File: config.mk
export PLATFORM = sky130hd
export DESIGN_NAME = note_scheduler
export DESIGN_NICKNAME = d
export VERILOG_FILES = /design/src/rtl/piano_pkg.sv /design/src/rtl/key_debouncer.sv /design/src/rtl/note_scheduler.sv
export SDC_FILE = /design/constraint.sdc
export NUM_CORES = 1
export LEC_CHECK = 0
export CORE_ASPECT_RATIO = 0.7
export CORE_MARGIN = 2
export CORE_UTILIZATION = 65
export DETAILED_ROUTE_END_ITERATION = 16
export GPL_ROUTABILITY_DRIVEN = 0
export PLACE_DENSITY = 0.84
export REMOVE_ABC_BUFFERS = 1
export SETUP_SLACK_MARGIN = 0.2
export SLEW_MARGIN = 20
export SYNTH_ARGS = -nofsm -noshare
export SYNTH_HDL_FRONTEND = slang
export SYNTH_SLANG_ARGS = --single-unit
export TNS_END_PERCENT = 5
File: constraint.sdc
create_clock -name clk -period 3 [get_ports clk]
set_clock_uncertainty 0.05 [all_clocks]
set_input_delay 0.6 -clock clk [delete_from_list [all_inputs] [get_ports clk]]
set_output_delay 0.6 -clock clk [all_outputs]
set_load 0.01 [all_outputs]
File: src/rtl/piano_pkg.sv
// rtl/piano_pkg.sv - shared constants, note table and envelope state type for the note scheduler
package piano_pkg;

  localparam int NUM_KEYS = 4;
  localparam logic [3:0] VOL_MAX = 4'd15;

  // Generator half-period counts, index 0 = F4 .. index 3 = C4
  localparam int unsigned HALF_PERIOD [NUM_KEYS] = '{7163, 7576, 8503, 9542};

  typedef enum logic [1:0] {
    ENV_IDLE,
    ENV_ATTACK,
    ENV_SUSTAIN,
    ENV_RELEASE
  } env_state_e;

  function automatic logic [1:0] top_index(input logic [NUM_KEYS-1:0] v);
    top_index = 2'd0;
    for (int i = 0; i < NUM_KEYS; i++) begin
      if (v[i]) top_index = 2'(i);
    end
  endfunction

endpackage

File: src/rtl/key_debouncer.sv
// rtl/key_debouncer.sv - two-flop synchroniser plus stability counter for one key line
module key_debouncer #(
  parameter int DEBOUNCE_CYCLES = 50000
) (
  input  logic clk,
  input  logic rst_n,
  input  logic raw,
  output logic stable,
  output logic rise,
  output logic fall
);

  localparam int CW = $clog2(DEBOUNCE_CYCLES + 1);

  logic          sync1;
  logic          sync2;
  logic [CW-1:0] cnt;

  always_ff @(posedge clk or negedge rst_n) begin
    if (!rst_n) begin
      sync1  <= 1'b0;
      sync2  <= 1'b0;
      cnt    <= '0;
      stable <= 1'b0;
      rise   <= 1'b0;
      fall   <= 1'b0;
    end else begin
      sync1 <= raw;
      sync2 <= sync1;
      rise  <= 1'b0;
      fall  <= 1'b0;
      if (sync2 == stable) begin
        cnt <= '0;
      end else if (cnt == CW'(DEBOUNCE_CYCLES - 1)) begin
        cnt    <= '0;
        stable <= sync2;
        rise   <= sync2;
        fall   <= ~sync2;
      end else begin
        cnt <= cnt + CW'(1);
      end
    end
  end

endmodule

File: src/rtl/note_scheduler.sv
// rtl/note_scheduler.sv - key debounce, last-pressed arbitration and ASR volume envelope
module note_scheduler
  import piano_pkg::*;
#(
  parameter int DEBOUNCE_CYCLES = 50000,
  parameter int ENV_STEP        = 5000,
  parameter int HP_W            = 14
) (
  input  logic                clk,
  input  logic                rst_n,
  input  logic [NUM_KEYS-1:0] keys,
  output logic [1:0]          note_sel,
  output logic [HP_W-1:0]     half_period,
  output logic [3:0]          volume,
  output logic                note_active
);

  localparam int TW = (ENV_STEP > 1) ? $clog2(ENV_STEP) : 1;

  logic [NUM_KEYS-1:0] stable;
  logic [NUM_KEYS-1:0] rise;
  logic [NUM_KEYS-1:0] fall;
  env_state_e          state;
  logic [TW-1:0]       step_cnt;
  logic                step_fire;
  logic                press;
  logic                sel_released;
  logic [1:0]          press_idx;
  logic [1:0]          held_idx;

  for (genvar i = 0; i < NUM_KEYS; i++) begin : g_key
    key_debouncer #(.DEBOUNCE_CYCLES(DEBOUNCE_CYCLES)) u_deb (
      .clk   (clk),
      .rst_n (rst_n),
      .raw   (keys[i]),
      .stable(stable[i]),
      .rise  (rise[i]),
      .fall  (fall[i])
    );
  end

  assign press        = |rise;
  assign press_idx    = top_index(rise);
  assign held_idx     = top_index(stable);
  assign step_fire    = (step_cnt == TW'(ENV_STEP - 1));
  assign sel_released = fall[note_sel] && (state == ENV_ATTACK || state == ENV_SUSTAIN);

  always_ff @(posedge clk or negedge rst_n) begin
    if (!rst_n) begin
      state       <= ENV_IDLE;
      step_cnt    <= '0;
      note_sel    <= 2'd0;
      half_period <= '0;
      volume      <= 4'd0;
      note_active <= 1'b0;
    end else begin
      if (press) begin
        note_sel    <= press_idx;
        half_period <= HP_W'(HALF_PERIOD[press_idx]);
        note_active <= 1'b1;
      end else if (sel_released && |stable) begin
        note_sel    <= held_idx;
        half_period <= HP_W'(HALF_PERIOD[held_idx]);
      end

      // A press outranks a simultaneous release; volume carries over on every transition
      if (press && state != ENV_ATTACK) begin
        state    <= ENV_ATTACK;
        step_cnt <= '0;
      end else if (!press && sel_released && !(|stable)) begin
        state    <= ENV_RELEASE;
        step_cnt <= '0;
      end else begin
        case (state)
          ENV_ATTACK: begin
            if (step_fire) begin
              step_cnt <= '0;
              if (volume >= VOL_MAX - 4'd1) begin
                volume <= VOL_MAX;
                state  <= ENV_SUSTAIN;
              end else begin
                volume <= volume + 4'd1;
              end
            end else begin
              step_cnt <= step_cnt + TW'(1);
            end
          end
          ENV_RELEASE: begin
            if (step_fire) begin
              step_cnt <= '0;
              if (volume <= 4'd1) begin
                volume      <= 4'd0;
                state       <= ENV_IDLE;
                note_active <= 1'b0;
                half_period <= '0;
              end else begin
                volume <= volume - 4'd1;
              end
            end else begin
              step_cnt <= step_cnt + TW'(1);
            end
          end
          default: step_cnt <= '0;
        endcase
      end
    end
  end

endmodule

# After elaboration in Yosys (flattened, before gate mapping)
# Cells that the tools add are included.
# totals
reg_bits	120
elab_cells	162
input_bits	6
output_inout_bits	21
# classes
n_eq_ne	19
n_reduce_logical	20
n_addsub	7
mux	69
n_bitwise	12
n_lt_le_gt_ge	5
# op_table
operator	n
2-to-1 mux 14 bit	11
binary-select mux 32 bit (select 2 bit)	2
2-to-1 mux 16 bit	8
adder 16 x 1 -> 16 bit (second input constant)	4
equality test 16 bit (second input constant)	4
2-to-1 mux 13 bit	4
2-to-1 mux 1 bit	25
2-to-1 mux 2 bit	12
2-to-1 mux 4 bit	4
adder 13 x 1 -> 13 bit (second input constant)	1
equality test 13 bit (second input constant)	1
NOT 1 bit	10
AND reduction 5 bit	2
inequality test 4 bit (second input constant)	2
one-hot mux 4 bit (2 select lines)	1
AND reduction 2 bit	4
OR reduction 4 bit	2
greater-or-equal comparator 3 bit (second input constant)	2
NOT 2 -> 3 bit	2
logical AND 1 bit	5
adder 4 x 1 -> 4 bit (second input constant)	1
equality test 1 bit	4
equality test 2 bit (second input constant)	2
greater-or-equal comparator 4 bit (second input constant)	1
other kinds (15)	18

# Logic depth before layout (Yosys ltp)
# logic_depth
word_depth	14
mapped_depth	7
ltp_nobuf	6

# By module
# A second synthesis with hierarchy kept.
# hier_totals
hier_cells	575
hier_area_um2	6028.3
# by_module_without_submodules
mod	area_per_inst_um2	seq_area_each_um2	cells_each	n_inst
key_debouncer	984.7	525.5	90	4
note_scheduler	2089.5	900.9	215	1

# Least setup slack after synthesis
# OpenSTA, ideal clock, no wires.
# synth_timing
kind	reg-to-reg
start	register state[0]
end	register half_period[9]
setup_time_ns	0.099
arrival_time_ns	1.831
path_slack_ns	1.020
t_required_ns	2.851
period_less_slack_ns	1.980
n_path_buf	1
stages_incl_launch_ff	7
path_cell_list	dfrtp_1 -> ha_1 -> or2_2 -> o22ai_2 -> a2111oi_4 -> buf_4 -> a311oi_1
# synth_between
elab_chain_len	11
elab_cells_between_ends	17
cone_classes	eq/ne: 4; mux: 7; reduce/logical: 6
# synth_rtl
element	line_no	text
from (decl)	note_scheduler.sv:23	env_state_e state;
from (signal assigned)	note_scheduler.sv:50	state <= ENV_IDLE;
from (signal assigned)	note_scheduler.sv:68	state <= ENV_ATTACK;
from (signal assigned)	note_scheduler.sv:71	state <= ENV_RELEASE;
equality test 2 x 1 -> 1 bit or equality test 2 bit (tied branches)	note_scheduler.sv:46	assign sel_released = fall[note_sel] && (state == ENV_ATTACK || state == ENV_SUSTAIN);
logical OR 1 bit	note_scheduler.sv:46	
logical AND 1 bit	note_scheduler.sv:46	
logical AND 1 bit	note_scheduler.sv:61	end else if (sel_released && |stable) begin
2-to-1 mux 14 bit	note_scheduler.sv:61	
2-to-1 mux 14 bit	note_scheduler.sv:57	if (press) begin
2-to-1 mux 14 bit	note_scheduler.sv:91	if (volume <= 4'd1) begin
2-to-1 mux 14 bit	note_scheduler.sv:89	if (step_fire) begin
2-to-1 mux 14 bit	note_scheduler.sv:74	case (state)
2-to-1 mux 14 bit	note_scheduler.sv:70	end else if (!press && sel_released && !(|stable)) begin
2-to-1 mux 14 bit (*)	note_scheduler.sv:67	if (press && state != ENV_ATTACK) begin
to (signal assigned)	note_scheduler.sv:59	half_period <= HP_W'(HALF_PERIOD[press_idx]);
to (signal assigned)	note_scheduler.sv:63	half_period <= HP_W'(HALF_PERIOD[held_idx]);
to (decl)	note_scheduler.sv:13	output logic [HP_W-1:0] half_period,
# Every way passes the cells marked *; elsewhere a longest branch is shown, timed or not.
# A chain may end at the register's enable or synchronous reset.

# Worst setup path after layout
# layout_timing
start	register state[0]
end	register half_period[7]
# Same word-level chain as after synthesis.

==> flow_summary.ini <==
[run_status]
outcome = complete, no violations

[placed_design]
hpwl_um = 8328
place_inst = 723
io_buffers = 26

[final_layout]
synthToLayoutAreaGrowth_pct = 17.78
post-route-util = 0.7822
drive_gt1_frac = 0.1159
antenna_cells = 0
fin_cells = 754
fillCellCount = 563
nNetsFinal = 641

[power]
intPower_mw = 3.149
power_frac_seq = 0.419
switching_share = 0.2033
clkPwrFrac = 0.559
max-vdd-ir-drop_uv = 474.9
power_switching_mw = 0.8035
power_mw = 3.952
combPwrFrac = 0.021
power-per-cell-area_nw_per_um2 = 563.8
p_leak_nw = 2.880

[drt]
wl_um = 12730
vias = 4583
drtIter0Drc = 613
ant_nets = 0
wl_per_cell_um = 16.88
firstDrtPassIters = 5
drc = 0
vias_per_cell = 6.078

[clock_network]
clk_pin_slew_worst_paths_ps = 60
worst_skew_pair.late_latency_ps = 410
cts_root_buf = clkbuf_16
cts_hold_buffers = 0
post_cts_buffers = 0
h-tree-depth = 4
cts_resized = 0
clockBufferDepth = 2
cts_tree = built
clock_sinks = 120
cts_made_buffers = 17

[sta]
finalHoldViolations = 0
tightest_slew_ps = 775.0
min_period_ps = 2290
setup_tns_ps = 0
slew_headroom = 0.4833
min_period_over_period = 0.7633
maxSlewViolCount = 0
setup_viol = 0
fmax_mhz = 436.7
rsz0062_at_grt = false

[worst_setup_path]
cp-start-kind = flop
required_ps = 3270
worstSetupEndpointType = flop
worstPathArrival_ps = 2560
critPathMaxFanout = 10
critical_path_class = reg -> reg

[synthesis]
yosys.area.top_type = dfrtp_1
synthesis.area_um2 = 5952
ys_top_cells_by_area = dfrtp_1, xnor2_1, nor2_1, ha_1, xor2_1
synth_edf_count = 0
synthFlopType = dfrtp_1
synth_top_area_frac = 0.5045
synth_seq_cells = 120
synth_warnings = 0
ys_seq_area_frac = 0.5045
synth_cells = 579
synth.distinct_cells = 59
syn_avg_cell_area_um2 = 10.28
synthArstFlopShare = 1.000

[run]
maxCapViolCount = 0

[floorplanning]
rows = 29
core_area_um2 = 8962
die_x_um = 118.4
die_area_um2 = 9951
io_pins = 27
initial_core_util = 0.6641
die_y_um = 84.06

[grt]
grt_pass1_vias = 4599
use_met3 = 0.07309
use_met1 = 0.3795
grt_pass1_wl_um = 21890
busiest_layer = met2
use_met2 = 0.4246
grt_max_degree = 64
grt_remaining_overflow = 0
antenna_found_initial = 0
gr-usage-all-layers = 0.2768

[min_path]
hold_path.class = in -> async
[sequential cells by signal, summed over array words and instances, names as in the netlist]
signal	count
volume	4
g_key.u_deb.cnt	64
g_key.u_deb.stable	4
g_key.u_deb.fall	4
note_sel	2
half_period	14
step_cnt	13
note_active	1
g_key.u_deb.rise	4
state	2
g_key.u_deb.sync2	4
g_key.u_deb.sync1	4
[cell usage in the layout, fill, tap and decap left out, drive strengths merged, types with 4 or more instances in the layout]
master and n:
nand4 14, dfrtp 120, o211ai 5, mux2i 4, nor4 16, clkinv 4
mux2 6, nor4b 5, and4bb 6, a21oi 15, clkdlybuf4s50 25, nor3b 8
inv 30, a211oi 7, nor2 69, nand3 32, clkbuf 18, xnor2 46
nand2 32, or2 5, o21ai 18, or4 4, nor3 26, xor2 17
or3 10, buf 10, ha 17, and3 8, bufinv 5
[worst max-delay path: stages (launching register included)]
cell       delay, ps
dfrtp_1          400
ha_1             320
or2_2            300
o22ai_2          470
a2111oi_4        210
buf_4            220
a211oi_1         220
[layout make-up]
type	count	area (um^2)	share of cell area
Sequential cell	120	3003	0.4283
Multi-Input combinational cell	415	2778	0.3962
Clock inverter	13	201.4	0.02873
Tap cell	124	155.1	0.02213
Clock buffer	18	439.2	0.06265
Inverter	29	108.9	0.01553
Timing Repair Buffer	35	325.3	0.04640
[synth_stat cells, types with 6 or more instances]
cell type / number
a211oi_1: 6
a21oi_1: 15
and3_1: 8
and4bb_2: 6
clkbuf_1: 12
dfrtp_1: 120
ha_1: 17
inv_1: 29
mux2_2: 6
nand2_1: 32
nand3_1: 29
nand4_1: 14
nor2_1: 68
nor3_1: 26
nor3b_1: 8
nor4_1: 15
o21ai_0: 17
or3_1: 10
xnor2_1: 46
xor2_1: 17
[power by group through the flow]
stage	Clock [mW]	Sequential [mW]	Combinational, mW
2_1_floorplan	0	1.68	0.0329
3_3_place_gp	0	1.68	0.0819
3_5_place_dp	0	1.68	0.0852
4_1_cts	2.23	1.66	0.0864
5_1_grt	2.32	1.66	0.0984
6_report	2.21	1.66	0.0839
[metrics by stage]
stage / setup slack [ps] / hold WS (ps) / area, um^2
floorplan: 566.8 / 254.4 / 5889
global placement: 837.1 / 289.6 / 6370
detailed placement: 761.5 / 289.5 / 6370
CTS: 725.4 / 236.0 / 7010
global route: 571.5 / 264.8 / 7010
finish: 710.2 / 211.8 / 7010
[logic make-up after synthesis]
family	synth area share
flip-flops	0.5045
buffers and inverters	0.02880
multiplexers	0.01808
adder cells (fa/ha/maj)	0.03574
AND/OR/NAND/NOR	0.2331
XOR/XNOR	0.09271
AO/OA/AOI/OAI	0.08703
[per-layer routing]
layer | vias to the layer above | routed length [um]
li1 | 2135 | -
met1 | 2269 | 5920
met2 | 153 | 5976
met3 | 26 | 612
met4 | 0 | 217
met5 | - | 0
[final timing paths]
check | cells after the start | to | slack (ps) | startpoint
setup / recovery | 6 | half_period[7]$_DFF_PN0_ | 710 | state[0]$_DFFE_PN0P_
hold / removal | 1 | g_key[3].u_deb.cnt[14]$_DFF_PN0_ | 210 | rst_n
setup reg to reg | 6 | half_period[7]$_DFF_PN0_ | 710 | state[0]$_DFFE_PN0P_
hold reg to reg | 0 | g_key[2].u_deb.sync2$_DFF_PN0_ | 300 | g_key[2].u_deb.sync1$_DFF_PN0_
max in group asynchronous | 2 | g_key[0].u_deb.rise$_DFF_PN0_ | 1940 | rst_n
min in group clk | 0 | g_key[2].u_deb.sync2$_DFF_PN0_ | 300 | g_key[2].u_deb.sync1$_DFF_PN0_
(Power assumes the default switching activity.)
